===== src/rtl/lsu_mem_bridge.sv =====
// Load/store bridge: converts one byte/half/word core access into a single word-addressed
// request on a synchronous data RAM with a req/ready handshake. The core is stalled until the
// access completes. Loads return the aligned and sign- or zero-extended value.
module lsu_mem_bridge #(
  parameter int unsigned ADDR_W  = 10,
  parameter int unsigned TIMEOUT = 15
) (
  input  logic              clk,
  input  logic              rst,
  input  logic              d_rd_e,
  input  logic              d_wr_e,
  input  logic              sb,
  input  logic              sh,
  input  logic              sw,
  input  logic              lb,
  input  logic              lh,
  input  logic              lw,
  input  logic              lbu,
  input  logic              lhu,
  input  logic [31:0]       addr,
  input  logic [31:0]       wdata,
  output logic [31:0]       rdata,
  output logic              stall,
  output logic              misalign,
  output logic              bus_err,
  output logic              mem_req,
  output logic              mem_we,
  output logic [3:0]        mem_be,
  output logic [ADDR_W-1:0] mem_addr,
  output logic [31:0]       mem_wdata,
  input  logic [31:0]       mem_rdata,
  input  logic              mem_ready
);

  typedef enum logic [1:0] {StIdle, StAccess, StDone} state_e;
  typedef enum logic [1:0] {SzByte, SzHalf, SzWord} size_e;

  state_e              state_q, state_d;
  size_e               ld_size_q, ld_size_d;
  logic                ld_signed_q, ld_signed_d;
  logic [1:0]          off_q, off_d;
  logic [7:0]          counter_q, counter_d;
  logic                mem_req_q, mem_req_d;
  logic                mem_we_q, mem_we_d;
  logic [3:0]          mem_be_q, mem_be_d;
  logic [ADDR_W-1:0]   mem_addr_q, mem_addr_d;
  logic [31:0]         mem_wdata_q, mem_wdata_d;
  logic [31:0]         rdata_q, rdata_d;
  logic                bus_err_q, bus_err_d;

  // Request decode
  logic        req, is_store, is_word, is_half, req_signed;
  size_e       req_size;
  logic [3:0]  req_be;
  logic [31:0] req_wdata;
  logic [31:0] rd_shift, rd_fmt;

  // Only the word-address bits of addr reach the RAM.
  logic unused_addr;
  assign unused_addr = ^addr[31:ADDR_W+2];

  // Decode request type, size priority, lane enables and replicated store data.
  always_comb begin
    req        = d_rd_e | d_wr_e;
    is_store   = d_wr_e;  // store wins when both strobes are set
    is_word    = 1'b0;
    is_half    = 1'b0;
    req_signed = 1'b0;
    req_be     = 4'b1111;
    req_wdata  = wdata;
    if (is_store) begin
      is_word = sw;
      is_half = ~sw & sh;
    end else begin
      is_word = lw;
      is_half = ~lw & (lh | lhu);
    end
    if (is_word) begin
      req_size = SzWord;
    end else if (is_half) begin
      req_size = SzHalf;
    end else begin
      req_size = SzByte;
    end
    // lh/lb take precedence over their unsigned twins if both are strobed
    req_signed = is_half ? lh : (~is_word & lb);
    if (is_store) begin
      unique case (req_size)
        SzByte: begin
          req_be    = 4'b0001 << addr[1:0];
          req_wdata = {4{wdata[7:0]}};
        end
        SzHalf: begin
          req_be    = addr[1] ? 4'b1100 : 4'b0011;
          req_wdata = {2{wdata[15:0]}};
        end
        default: begin
          req_be    = 4'b1111;
          req_wdata = wdata;
        end
      endcase
    end
    misalign = req & ((is_half & addr[0]) | (is_word & (addr[1:0] != 2'b00)));
  end

  // Align and extend the returned RAM word for the latched load type.
  always_comb begin
    rd_shift = mem_rdata >> {off_q, 3'b000};
    unique case (ld_size_q)
      SzByte:  rd_fmt = {{24{ld_signed_q & rd_shift[7]}}, rd_shift[7:0]};
      SzHalf:  rd_fmt = {{16{ld_signed_q & rd_shift[15]}}, rd_shift[15:0]};
      default: rd_fmt = mem_rdata;
    endcase
  end

  // Next-state logic for the access FSM and its latched request fields.
  always_comb begin
    state_d     = state_q;
    ld_size_d   = ld_size_q;
    ld_signed_d = ld_signed_q;
    off_d       = off_q;
    counter_d   = counter_q;
    mem_req_d   = mem_req_q;
    mem_we_d    = mem_we_q;
    mem_be_d    = mem_be_q;
    mem_addr_d  = mem_addr_q;
    mem_wdata_d = mem_wdata_q;
    rdata_d     = rdata_q;
    bus_err_d   = 1'b0;
    unique case (state_q)
      StIdle: begin
        if (req && !misalign) begin
          state_d     = StAccess;
          mem_req_d   = 1'b1;
          mem_we_d    = is_store;
          mem_be_d    = req_be;
          mem_addr_d  = addr[ADDR_W+1:2];
          mem_wdata_d = req_wdata;
          off_d       = addr[1:0];
          ld_size_d   = req_size;
          ld_signed_d = req_signed;
          counter_d   = 8'd0;
        end
      end
      StAccess: begin
        if (mem_ready) begin
          state_d   = StDone;
          mem_req_d = 1'b0;
          rdata_d   = mem_we_q ? 32'd0 : rd_fmt;
        end else if (counter_q == 8'(TIMEOUT - 1)) begin
          state_d   = StDone;
          mem_req_d = 1'b0;
          bus_err_d = 1'b1;
          rdata_d   = 32'd0;
        end else begin
          counter_d = counter_q + 8'd1;
        end
      end
      default: begin
        state_d = StIdle;
      end
    endcase
  end

  // State and request registers with synchronous reset.
  always_ff @(posedge clk) begin
    if (rst) begin
      state_q     <= StIdle;
      ld_size_q   <= SzWord;
      ld_signed_q <= 1'b0;
      off_q       <= 2'd0;
      counter_q   <= 8'd0;
      mem_req_q   <= 1'b0;
      mem_we_q    <= 1'b0;
      mem_be_q    <= 4'd0;
      mem_addr_q  <= '0;
      mem_wdata_q <= 32'd0;
      rdata_q     <= 32'd0;
      bus_err_q   <= 1'b0;
    end else begin
      state_q     <= state_d;
      ld_size_q   <= ld_size_d;
      ld_signed_q <= ld_signed_d;
      off_q       <= off_d;
      counter_q   <= counter_d;
      mem_req_q   <= mem_req_d;
      mem_we_q    <= mem_we_d;
      mem_be_q    <= mem_be_d;
      mem_addr_q  <= mem_addr_d;
      mem_wdata_q <= mem_wdata_d;
      rdata_q     <= rdata_d;
      bus_err_q   <= bus_err_d;
    end
  end

  // Outputs; a misaligned request forces rdata to zero.
  always_comb begin
    stall     = req & ~misalign & (state_q != StDone);
    rdata     = misalign ? 32'd0 : rdata_q;
    bus_err   = bus_err_q;
    mem_req   = mem_req_q;
    mem_we    = mem_we_q;
    mem_be    = mem_be_q;
    mem_addr  = mem_addr_q;
    mem_wdata = mem_wdata_q;
  end

endmodule


===== config.mk =====
export PLATFORM = sky130hd
export DESIGN_NAME = lsu_mem_bridge
export DESIGN_NICKNAME = d
export VERILOG_FILES = /design/src/rtl/lsu_mem_bridge.sv
export SDC_FILE = /design/constraint.sdc
export NUM_CORES = 1
export LEC_CHECK = 0
export ABC_AREA = 1
export CAP_MARGIN = 15
export CORE_UTILIZATION = 40
export CTS_BUF_LIST = sky130_fd_sc_hd__clkbuf_8
export DETAILED_ROUTE_END_ITERATION = 16
export PLACE_DENSITY = 0.77
export SLEW_MARGIN = 20
export SYNTH_ARGS = -nofsm -noshare
export SYNTH_HDL_FRONTEND = slang
export SYNTH_SLANG_ARGS = --single-unit

===== constraint.sdc =====
create_clock -name clk -period 1.41 [get_ports clk]
set_input_delay 0.282 -clock clk [delete_from_list [all_inputs] [get_ports clk]]
set_output_delay 0.282 -clock clk [all_outputs]
set_load 0.005 [all_outputs]

[Word-level counts from Yosys, hierarchy flattened]
Cells that the tools add are included.
Word-level totals
  flip-flop bits (word level): 96
  input port bits: 109
  logic and storage cells: 84
Operators by class
  add/subtract/negate cells: 1
  equal/unequal tests: 9
  shift operators: 2
  mux-type cells: 28
  bitwise operators: 18
  reductions and logical operators: 14
Operator list (number)
  $mux W32: 5
  $pmux W32 S2: 2
  $shr A32 B5 Y16: 1
  $mux W8: 3
  $pmux W8 S2: 1
  $and A1 B1 Y1: 10
  $add A8 B1 Y8 const B: 1
  $eq A8 B4 Y1 const B: 1
  $mux W1: 8
  $mux W2: 4
  $mux W4: 2
  $ne A2 B2 Y1 const B: 4
  $pmux W4 S2: 1
  $eq A2 B1 Y1 const B: 3
  $logic_not A2 Y1: 3
  $reduce_and A2 Y1: 3
  $reduce_bool A2 Y1: 3
  $not A1 Y1: 5
  $pmux W2 S2: 1
  $reduce_and A4 Y1: 1
  $shl A1 B2 Y4 const A: 1
  $ne A3 B3 Y1 const B: 1
  $or A1 B1 Y1: 3
  $reduce_and A3 Y1: 1
  4 further kinds: 4

[Logic depth before layout (Yosys ltp)]
  depth in word-level cells: 10
  gate-level depth with buffers: 11
  gate-level depth less buffers: 11

[Least setup slack after synthesis]
OpenSTA, ideal clock, no wires.
  path kind: input-to-output
  from: in d_wr_e
  to: out rdata[22]
  data arrival time: 1.112 ns
  required time: 1.128 ns
  path slack: 0.016 ns
  stages on the path: 9
  path buffers: 2
  path through: buf_6 > nand3_2 > nand2_4 > nand2_2 > nand2_1 > nand2_1 > buf_2 > nand2_1 > inv_1
On the way
  word-level cells in the longest chain between the ends: 5
  elaborated cells between the ends (all ways): 8
  classes of those cells: mux (3); bitwise (5)
RTL lines
  from (decl): RTL line 11  | input logic d_wr_e,
  $mux W1: RTL line 71  | if (is_store) begin
  $and A1 B1 Y1: RTL line 103  | misalign = req & ((is_half & addr[0]) | (is_word & (addr[1:0] != 2'b00)));
  $or A1 B1 Y1: RTL line 103
  $and A1 B1 Y1 *: RTL line 103
  $mux W32 *: RTL line 199  | rdata = misalign ? 32'd0 : rdata_q;
  to (decl): RTL line 22  | output logic [31:0] rdata,
Mark *: on every way between the ends. The rest lies on a longest branch, timed or not.

[Final worst setup path]
  from: in d_wr_e
  to: out rdata[16]
Same word-level chain as after synthesis.

==> summary.md <==
| Metric | Value |
|---|---|
| Crit. End Element | output port |
| Switching power total | a little under 3 mW |
| Worst path cell trace | buf_12, nor2_4, nand2_4, nand2_4, nand2_4, nand2_4, nand2_8, buf_12, buf_16, nand2_4, inv_2, buf_2 |
| Max-slew violation count | 0 |
| Clock sinks | 96 |
| Row count | 42 |
| CP Class | in -> out |
| Area growth, synth to finish | 75.9% |
| LEAKAGE | ~5 nW |
| Worst Tran Pin Value | 0.346 ns |
| Port Buf Inserts | about 170 |
| Global route overflow | 0 |
| Fin crit period | ~1.6 ns |
| Dpl hpwl | ~12 mm |
| Unrepaired setup endpoints after global routing | true |
| Slowest stage delay, CP | roughly 0.15 ns |
| Share of post-route cells with drive strength above 1 | 38.8% |
| Ys async rst share | 0% |
| Final setup margin | -0.234 ns |
| Maxcap violations | 0 |
| Yosys Warn Count | 0 |
| Initial Utilization | 41.3% |
| Core area | around 13,000 µm² |
| Yosys reg bits | 96 |
| Ant diodes | 0 |
| Worst Hold Class | in -> reg |
| Avg Inst Size Synth | roughly 6.0 µm² |
| DR iter-0 viols | 492 |
| Number of global-route vias before repair | 6,012 |
| Chip width | ~120 µm |
| Sw Ratio | about 36% |
| Die footprint | 14,200 µm² |
| CP most frequent cell | nand2_4 |
| Syn_nets | 1,028 |
| Final Hold Vio Count | 0 |
| Sequential-to-total area share from yosys stat | about a third |
| Post-Place Worst Slack | -1.07 ns |
| Antenna Violating Nets Remaining | 0 |
| Antenna violations before repair | 0 |
| Required @ worst endpoint | between 1 and 1.5 ns |
| Post-synthesis cell type count | 39 |
| Slowest cell on the critical path | buf_16 |
| Post-synth EDFFs | 0 |
| Clock Path Buffers | 2 |
| Placer Congestion | between 0.9 and 1 |
| Largest net degree at the start of global routing | 44 |
| Via count | between 6,000 and 7,000 |
| Cell Int Power | 5.25 mW |
| Fin Setup TNS | -7.61 ns |
| Syn Inst Count | 917 |
| Clk_lat worst skew | 0.40 ns |
| PD cells | 848 nW/µm² |
| Htree depth | 3 |
| Clk_skew | 0.0256 ns |
| Violated checks | negative setup slack |
| Post-synth top flop | dfxtp_1 |
| Vias/cell | approximately 5 |
| Detailed Routing Iterations Pass 1 | 5 |
| Final Setup Violations | 70 |
| Clock root cell | clkbuf_8 |
| Clk slew on worst S/H paths | 0.09 ns |
| Cell family with most CP delay | buffers and inverters |
| CP Launch Type | input port |
| Arr. time, crit path | approximately 1.4 ns |
| Crit-path max FO | 8 |
| Mapped Area | 5500 µm² |
| Ports | ~190 |
| Post-DR wirelength/cell | approximately 16 µm |
| CTS tree | yes |
| Wirelength, routed | approximately 22 mm |
| Status | complete, but fails checks |
| # DRC | 0 |
| Fmax | a little over 0.6 GHz |
| Relative max-transition margin | 77.0% |
| Sequential power share | between 30% and 40% |
| Number of buffers created by CTS | 9 |
| First-pass GRT wire length | roughly 29 mm |
| Total global-route track usage | ~26% |
| Logic pwr share | roughly two fifths |
| Hold WS | ~0.23 ns |
| FF-to-FF setup slack | -0.12 ns |
| CP Buf/Inv Count | 5 |
| Fin nets | between 1,000 and 1,500 |
| Die Y | 119 µm |
| Post-route clock period utilization | 117% |
| Clock power share | about a fifth |
| Worst vdd ir | a little under 0.0005 V |
## stage by stage
step | area (µm²) | util (%) | power [mW] | instances
after global routing | 9660 | 72.7 | 8.63 | 1359
after detailed placement | 7760 | 58.4 | 5.55 | 1294
after floorplan | 5500 | - | 4.44 | 917
after global placement | 7760 | 58.4 | 5.53 | 1294
after CTS | 8290 | 62.3 | 7.43 | 1332
final | 9660 | 72.7 | 8.19 | 1359
## cell type report
cell class | count | area, µm²
timing repair buffer | 294 | 3000
inverter | 136 | 528
tap | 176 | 220
fill | 1013 | 3630
clock inverter | 6 | 45.0
multi-input combinational | 642 | 3780
sequential | 96 | 1970
clock buffer | 9 | 124
## repair_timing
item                       CTS  global route
hold buffers                 0             0
gates cloned                 8            12
setup endpoints to repair  153            98
setup buffers               22            18
pin swaps                   14            78
gates resized for setup    336           283
## worst register-to-register path: cells and delay by family, from the launching register on
kind	cells	cell delay (ns)
and+or+nand+nor	3	0.32
buffers and inverters	5	0.70
AOI/OAI and AO/OA	1	0.11
DFF	1	0.35
## routing by layer
layer	share of wire, %	GRT usage, %	vias up	routed length [µm]
met5	0	0	-	0
li1	-	-	3284	-
met2	49	44.7	340	10800
met3	9.3	6.99	92	2030
met1	36	28.4	3068	7950
met4	5.1	14.1	0	1110
## power groups by stage
stage | Clock, mW | Sequential [mW] | Combinational [mW]
global placement | 0 | 3.17 | 2.35
floorplan | 0 | 3.17 | 1.27
global route | 1.86 | 3.22 | 3.55
detailed placement | 0 | 3.18 | 2.37
finish | 1.71 | 3.19 | 3.30
CTS | 1.72 | 3.15 | 2.56
## worst paths after layout
kind,startpoint,cells past startpoint,end
worst max register to register,state_q[0]$_SDFFE_PP0P_,9,counter_q[5]$_SDFFE_PP0P_
worst min-delay path,lh,5,ld_signed_q$_SDFFE_PP0P_
worst max-delay path,d_wr_e,12,rdata[16]
worst min register to register,rdata_q[0]$_SDFFE_PP0P_,2,rdata_q[0]$_SDFFE_PP0P_
## synth_stat cells (4+ instances only)
master / count / area share (%)
nand3_1: 25 / 2.3
o22ai_1: 6 / 0.68
nand3_2: 4 / 0.73
o21ai_0: 24 / 2.2
buf_6: 9 / 1.8
dfxtp_1: 96 / 35
nand2_2: 6 / 0.68
buf_4: 7 / 0.96
buf_2: 12 / 1.1
clkbuf_1: 11 / 0.75
nand2_1: 345 / 24
o31ai_1: 7 / 0.96
nor2_1: 149 / 10
inv_1: 133 / 9.1
a21oi_1: 51 / 4.6
## registers in the layout, indices dropped and copies added (netlist names)
name / cells
mem_wdata: 32
rdata_q: 32
counter_q: 8
mem_req: 1
bus_err: 1
ld_size_q: 2
off_q: 2
mem_we: 1
state_q: 2
mem_be: 4
mem_addr: 10
ld_signed_q: 1
## cell families after synthesis
family | after synthesis | synth area share, %
AO/OA/AOI/OAI | 92 | 9.08
AND/OR/NAND/NOR | 546 | 40.3
adder cells (fa/ha/maj) | 2 | 0.455
buffers and inverters | 181 | 15.2
flip-flops | 96 | 35.0
## layout by cell type (no fill, tap or decap), drive strengths merged
master / count
nand3: 32
inv: 134
clkbuf: 20
o21ai: 25
a221oi: 1
ha: 2
nor3: 1
o31ai: 7
nor3b: 3
dfxtp: 96
dlymetal6s2s: 1
and2: 2
clkdlybuf4s50: 76
buf: 156
nand2: 352
dlygate4sd2: 50
clkinvlp: 5
nor4: 1
clkinv: 3
o211ai: 1
o22ai: 6
or2: 1
nand3b: 1
a21oi: 52
nand4: 3
nor2: 152
Note: power is estimated with default switching activity, not from simulation.
